[src/rtl/fa_16bits_pkg.sv]
// Shared datapath definitions for the 16-bit RISC core.
// Word width and word type used by the adder and its users.
package fa_16bits_pkg;

  localparam int WORD_W = 16;

  typedef logic [WORD_W-1:0] word_t;

endpackage

[src/rtl/fa_16bits_full_adder_1bit.sv]
// One full-adder cell; chained to form the ripple adder.
// Purely combinational.
module full_adder_1bit (
  input  logic a,
  input  logic b,
  input  logic cin,
  output logic s,
  output logic cout
);

  assign s    = a ^ b ^ cin;
  assign cout = (a & b) | (a & cin) | (b & cin);

endmodule

[src/rtl/fa_16bits.sv]
// Registered ripple-carry adder with carry in/out.
// One-cycle latency, result held while in_valid is low.
module fa_16bits
  import fa_16bits_pkg::*;
#(
  parameter int WIDTH = WORD_W
) (
  input  logic             clk,
  input  logic             rst_n,
  input  logic             in_valid,
  input  logic [WIDTH-1:0] A,
  input  logic [WIDTH-1:0] B,
  input  logic             C_in,
  output logic [WIDTH-1:0] S,
  output logic             C_out,
  output logic             out_valid
);

  logic [WIDTH:0]   carry;
  logic [WIDTH-1:0] s_d, s_q;
  logic             c_d, c_q;
  logic             v_d, v_q;

  assign carry[0] = C_in;

  for (genvar i = 0; i < WIDTH; i++) begin : g_rca
    full_adder_1bit u_fa (
      .a    (A[i]),
      .b    (B[i]),
      .cin  (carry[i]),
      .s    (s_d[i]),
      .cout (carry[i+1])
    );
  end

  assign c_d = carry[WIDTH];
  assign v_d = in_valid;

  // Sum/carry only load on in_valid; valid flag follows it every edge.
  always_ff @(posedge clk) begin
    if (!rst_n) begin
      s_q <= '0;
      c_q <= 1'b0;
      v_q <= 1'b0;
    end else begin
      v_q <= v_d;
      if (in_valid) begin
        s_q <= s_d;
        c_q <= c_d;
      end
    end
  end

  assign S         = s_q;
  assign C_out     = c_q;
  assign out_valid = v_q;

endmodule

[config.mk]
export PLATFORM = sky130hd
export DESIGN_NAME = fa_16bits
export DESIGN_NICKNAME = d
export VERILOG_FILES = /design/src/rtl/fa_16bits_pkg.sv /design/src/rtl/fa_16bits_full_adder_1bit.sv /design/src/rtl/fa_16bits.sv
export SDC_FILE = /design/constraint.sdc
export NUM_CORES = 1
export LEC_CHECK = 0
export ABC_AREA = 1
export ABC_CLOCK_PERIOD_IN_PS = 8510
export CORE_ASPECT_RATIO = 0.5
export CORE_MARGIN = 3
export CORE_UTILIZATION = 37
export CTS_BUF_LIST = sky130_fd_sc_hd__clkbuf_8
export CTS_CLUSTER_SIZE = 30
export DETAILED_ROUTE_END_ITERATION = 10
export GPL_TIMING_DRIVEN = 0
export PLACE_DENSITY = 0.89
export SKIP_LAST_GASP = 1
export SLEW_MARGIN = 20
export SYNTH_ARGS = -nofsm -noshare
export SYNTH_HDL_FRONTEND = slang
export SYNTH_HIERARCHICAL = 1
export SYNTH_SLANG_ARGS = --single-unit
[constraint.sdc]
create_clock -name clk -period 8.51 [get_ports clk]
set_clock_uncertainty 0.1 [all_clocks]
set_input_delay 1.702 -clock clk [delete_from_list [all_inputs] [get_ports clk]]
set_output_delay 1.702 -clock clk [all_outputs]
set_load 0.05 [all_outputs]
==> results of run 1 <==
==> power by group through the flow <==
stage / Combinational, mW / Sequential (mW) / Clock, mW
5_1_grt: 0.117 / 0.0973 / 0.0737
3_3_place_gp: 0.103 / 0.0979 / 0
3_5_place_dp: 0.105 / 0.0983 / 0
2_1_floorplan: 0.0346 / 0.126 / 0
6_report: 0.107 / 0.0964 / 0.0687
4_1_cts: 0.107 / 0.0965 / 0.0691
==> kinds of logic after synthesis <==
| kind of cell | count (synthesis) | synth area share [%] |
|---|---|---|
| flip-flops | 18 | 33.8 |
| adder cells (fa/ha/maj) | 16 | 30.0 |
| buffers and inverters | 24 | 12.0 |
| AND/OR/NAND/NOR | 69 | 24.3 |
==> worst max-delay path: cells and delay by family <==
family	cells	cell delay [ns]
fa+ha+maj	16	6.00
buf+inv	2	0.49
simple gates	3	0.19
==> metrics by stage <==
stage	instance area (µm²)	hold slack (ns)
finish	1700	0.373
global route	1700	0.403
CTS	1690	0.371
detailed placement	1620	0.362
global placement	1620	0.358
floorplan	1070	0.589
==> metal layers <==
| layer | vias up | wire length, µm | GRT usage, % |
|---|---|---|---|
| met5 | - | 0 | 0 |
| met4 | 0 | 9 | 2.65 |
| li1 | 468 | - | - |
| met2 | 19 | 1380 | 27.9 |
| met3 | 2 | 88 | 3.73 |
| met1 | 418 | 971 | 16.2 |
==> registers in the layout, summed over array words and instances, names as in the netlist <==
register and flops:
S 16, C_out 1, out_valid 1
==> worst max path at each step <==
stage                     slack (ns)  cells after the start  start     to
after CTS                      0.007                     21   A[0]  S[15]
after global routing            0.05                     21   A[0]  S[15]
final                           0.23                     21   A[0]  S[15]
after floorplan                 0.26                     20   A[0]  S[15]
after global placement         -0.41                     21   A[0]  S[15]
after detailed placement       -0.48                     21   A[0]  S[15]
==> timing repair <==
item / in CTS / in global routing
setup endpoints to repair: 2 / 2
pin swaps: 1 / 1
resized for setup: 6 / 4
==> layout by cell type, fill, tap and decap left out <==
| cell type | count |
|---|---|
| fa_2 | 10 |
| fa_1 | 6 |
| nor2_1 | 34 |
| clkdlybuf4s50_1 | 51 |
| clkbuf_8 | 4 |
| buf_6 | 4 |
| nand2_1 | 35 |
| dfxtp_1 | 18 |
| inv_1 | 18 |
| buf_4 | 2 |
==> area by class of cell <==
| cell class | count | area (µm²) |
|---|---|---|
| fillers | 204 | 963 |
| multi-input cells | 85 | 604 |
| repair buffers | 51 | 510 |
| flip-flops and latches | 18 | 360 |
| inverters | 18 | 67.6 |
| plain buffers | 6 | 60.1 |
| clock buffers | 4 | 55.1 |
| well taps | 37 | 46.3 |
==> impl_metrics.toml, run 1 <==
[outcome]
outcome = "complete, no violations"

[floorplan]
dieArea_um2 = 3600
io_pins = 54
num_rows = 13
core_um2 = 2670
start_util_pct = 40.0
die_w_um = 82.0
die_y_um = 44.0

[route]
ant_nets = 0
drt_iter0_drc = 35
vias = 907
wl_per_cell_um = 11.2
vias_per_cell = 4.14
wirelength_um = 2450
drtPass1Iterations = 4
drc_errors = 0

[min_path]
holdPathEnd = "S[12]"
holdPathStages = 2
min_from = "S[12]"
hp-class = "reg2reg"

[logic_synthesis]
synth_edf_count = 0
syn_inst = 127
ys_seq_area_share_pct = 33.8
synth_top_area_share_pct = 33.8
yosysMostFrequentCell = "nand2_1"
synth-seq-cells = 18
syn_nets = 179
syn-cell-area_um2 = 1070
yosys_warnings = 6
ys_top_cells_by_area = "dfxtp_1 (34%), fa_1 (30%), nand2_1 (12%)"
avgSynthCellArea_um2 = 8.40
synth_cell_types = 7
yosys-top-cells-count = "nand2_1 (35), nor2_1 (34), dfxtp_1 (18), inv_1 (18), fa_1 (16)"
synth_top_flop_cell = "dfxtp_1"
post-synth-top-area-cell = "dfxtp_1"
synthArstFlopShare_pct = 0

[timing]
finalSetupTns_ns = 0
setup_viol = 0
hold_viol = 0
slew_headroom_pct = 65.8
timing.final.crit_share_pct = 97.3
slew_viol_final = 0
max_freq_ghz = 0.121
setup_ws_ns = 0.231
rsz0062_at_grt = "no"
min_period_ns = 8.28
worst_pin_slew_ns = 0.512

[power]
power.net_switching_mw = 0.0923
switching_share_pct = 33.9
ir_drop_mv = 0.0756
internal_power_mw = 0.180
pwr-share-seq_pct = 35.4
p_comb_share_pct = 39.4
cellPowerDensity_nw_per_um2 = 160
leakagePower_nw = 0.774
p_clk_share_pct = 25.2
power.total_mw = 0.272

[cts]
cts.clk_slew.worst_paths_ns = 0.07
clock_tree.buffer_depth = 2
clockRootBuffer = "clkbuf_8"
cts_hold_buffers = 0
tritoncts = "yes"
post_cts_buffers = 0
clk_latency_ns = 0.25
clock_sinks = 18
cts_buffers = 3
htreeDepth = 1

[placed_design]
gp_congestion = 0.694
port_buffers = 51
place_ws_ns = -0.476
dp_cells = 215
dp_hpwl_um = 2000

[setup_path]
rr_startpoint = "S[10]"
critPathMaxFanout = 1
cp-end-kind = "flip-flop"
critical_path_class = "in2reg"
max_stage_delay_ns = 0.50
arrival_ns = 8.38
slowest_stage = "fa_1"
regToRegSetupSlack_ns = 7.79
r2r_cells = 2
cp_data_required_time_ns = 8.61
r2r-end = "S[10]"
path_cells = "clkdlybuf4s50_1 -> fa_2 -> fa_1 -> fa_1 -> fa_2 -> fa_2 -> fa_1 -> fa_1 -> fa_2 -> fa_2 -> fa_2 -> fa_2 -> fa_2 -> fa_2 -> fa_2 -> fa_1 -> fa_1 -> inv_1 -> nand2_1 -> nand2_1 -> nor2_1"
cpMostUsedCell = "fa_2"
start_kind = "input port"

[job]
cap_viol_max_count = 0

[layout]
syn2layout_area_growth_pct = 59.7
antennaDiodeCount = 0
drive_above_1_share_pct = 11.0
nets = 235
fin_cells = 219
final_core_utilization_pct = 63.9

[global_route]
antenna_found_initial = 0
grt_pass1_wl_um = 3830
grt_usage_pct = 14.5
grt_pass1_vias = 887
grt.overflow.total = 0
grt_max_degree = 11
Power figures use the tool's default switching activity.
==> run 2, diff against run 1 <==
- HOLD_SLACK_MARGIN: unset -> 0.02
==> results of run 2 <==
Final layout, timing and power as in run 1 (identical DEF).
==> run 3, diff against run 2 <==
- ABC_CLOCK_PERIOD_IN_PS: 8510 -> 9050
- CORE_UTILIZATION: 37 -> 41
- PLACE_DENSITY: 0.89 -> 0.93
- clock period: 8.51 -> 9.05 ns (I/O delays scaled with it)
==> impl_metrics.toml, run 3 (synthesis gave the netlist of run 1 again) <==
[timing]
hold_viol = 0
min_period_ns = 8.83
setup_viol = 0
finalSetupTns_ns = 0
timing.final.crit_share_pct = 97.6
rsz0062_at_grt = "no"
slew_headroom_pct = 65.8
slew_viol_final = 0
max_freq_ghz = 0.113
worst_pin_slew_ns = 0.512

[power]
ir_drop_mv = 0.0837
leakagePower_nw = 0.779
cellPowerDensity_nw_per_um2 = 153

[layout]
drive_above_1_share_pct = 7.14
fin_cells = 217
mostFrequentLayoutCell = "clkdlybuf4s50_1"
antennaDiodeCount = 0
syn2layout_area_growth_pct = 57.8
final_cell_mix = "clkdlybuf4s50_1 (51), nand2_1 (35), nor2_1 (34)"
nets = 235
largest_reg_flops = 16

[floorplan]
io_pins = 54
die_y_um = 42.1
core_um2 = 2340
start_util_pct = 45.6
num_rows = 12
die_w_um = 78.2
dieArea_um2 = 3290

[route]
vias_per_cell = 4.43
drtPass1Iterations = 4
vias = 961
drt_iter0_drc = 39
ant_nets = 0
drc_errors = 0
wl_per_cell_um = 12.7
wirelength_um = 2750

[placed_design]
dp_hpwl_um = 2200
dp_cells = 213
gp_congestion = 0.788
port_buffers = 51

[cts]
htreeDepth = 1
cts.clk_slew.worst_paths_ns = 0.06
cts_buffers = 3
tritoncts = "yes"
clockRootBuffer = "clkbuf_8"
clock_sinks = 18
clk_latency_ns = 0.25
clock_tree.buffer_depth = 2

[setup_path]
cp_data_required_time_ns = 9.14
critical_path_class = "in2reg"
cp-end-kind = "flip-flop"
critPathMaxFanout = 1
start_kind = "input port"
arrival_ns = 8.92

[global_route]
grt_pass1_vias = 993
antenna_found_initial = 0
grt_usage_pct = 18.5
grt.overflow.total = 0
grt_max_degree = 11
grt_pass1_wl_um = 4620

[job]
cap_viol_max_count = 0

[min_path]
hp-class = "reg2reg"

[outcome]
outcome = "complete, no violations"
run 3: final timing paths:
| path | slack (ns) | to | from | cells after the start |
|---|---|---|---|---|
| worst max-delay path | 0.22 | S[15] | A[0] | 21 |
| worst min register to register | 0.37 | C_out | C_out | 2 |
| worst min-delay path | 0.37 | C_out | C_out | 2 |
| worst max register to register | 8.32 | S[10] | S[10] | 2 |
run 3: metal layers:
layer	GRT usage [%]	part of all wire (%)
met5	0	0
met3	3.86	3.4
met1	19.8	39
met2	37.8	56
met4	3.14	1.1
run 3: power breakdown:
part           internal [mW]  leakage (nW)  switching, mW
clock                 0.0386        0.0288         0.0254
combinational         0.0439         0.601         0.0582
sequential            0.0869         0.150        0.00388
total                  0.169         0.779         0.0875
run 3: cell type report:
cell class | count | area [µm²]
fill | 182 | 658
tap | 35 | 43.8
buffer | 6 | 60.1
inverter | 18 | 67.6
timing repair buffer | 51 | 510
clock buffer | 4 | 55.1
sequential | 18 | 360
multi-input combinational | 85 | 587
run 3: repair_timing:
item                       in CTS  in global routing
resized for setup               0                  3
setup endpoints to repair       0                  2
setup buffers                   0                  0
hold buffers                    0                  0
run 3: critical path, stage by stage:
cell and delay, ns:
clkdlybuf4s50_1 0.44, fa_1 0.45, fa_1 0.40, fa_1 0.40, fa_1 0.39, fa_1 0.39, fa_1 0.39, fa_1 0.39
fa_1 0.39, fa_1 0.39, fa_1 0.42, fa_1 0.41, fa_2 0.38, fa_2 0.37, fa_2 0.36, fa_1 0.40
fa_1 0.50, inv_1 0.05, nand2_1 0.06, nand2_1 0.05, nor2_1 0.08
run 3: per-stage QoR:
stage / util, % / total power [mW] / setup WS, ns / area [µm²] / hold WS (ns)
6_report: 71.9 / 0.257 / 0.220 / 1680 / 0.369
3_3_place_gp: 69.2 / 0.188 / 0.0274 / 1620 / 0.359
4_1_cts: 71.6 / 0.257 / 0.00216 / 1680 / 0.372
5_1_grt: 71.9 / 0.271 / 0.0118 / 1680 / 0.407
2_1_floorplan: - / 0.151 / 0.688 / 1070 / 0.589
3_5_place_dp: 69.2 / 0.193 / -0.148 / 1620 / 0.365
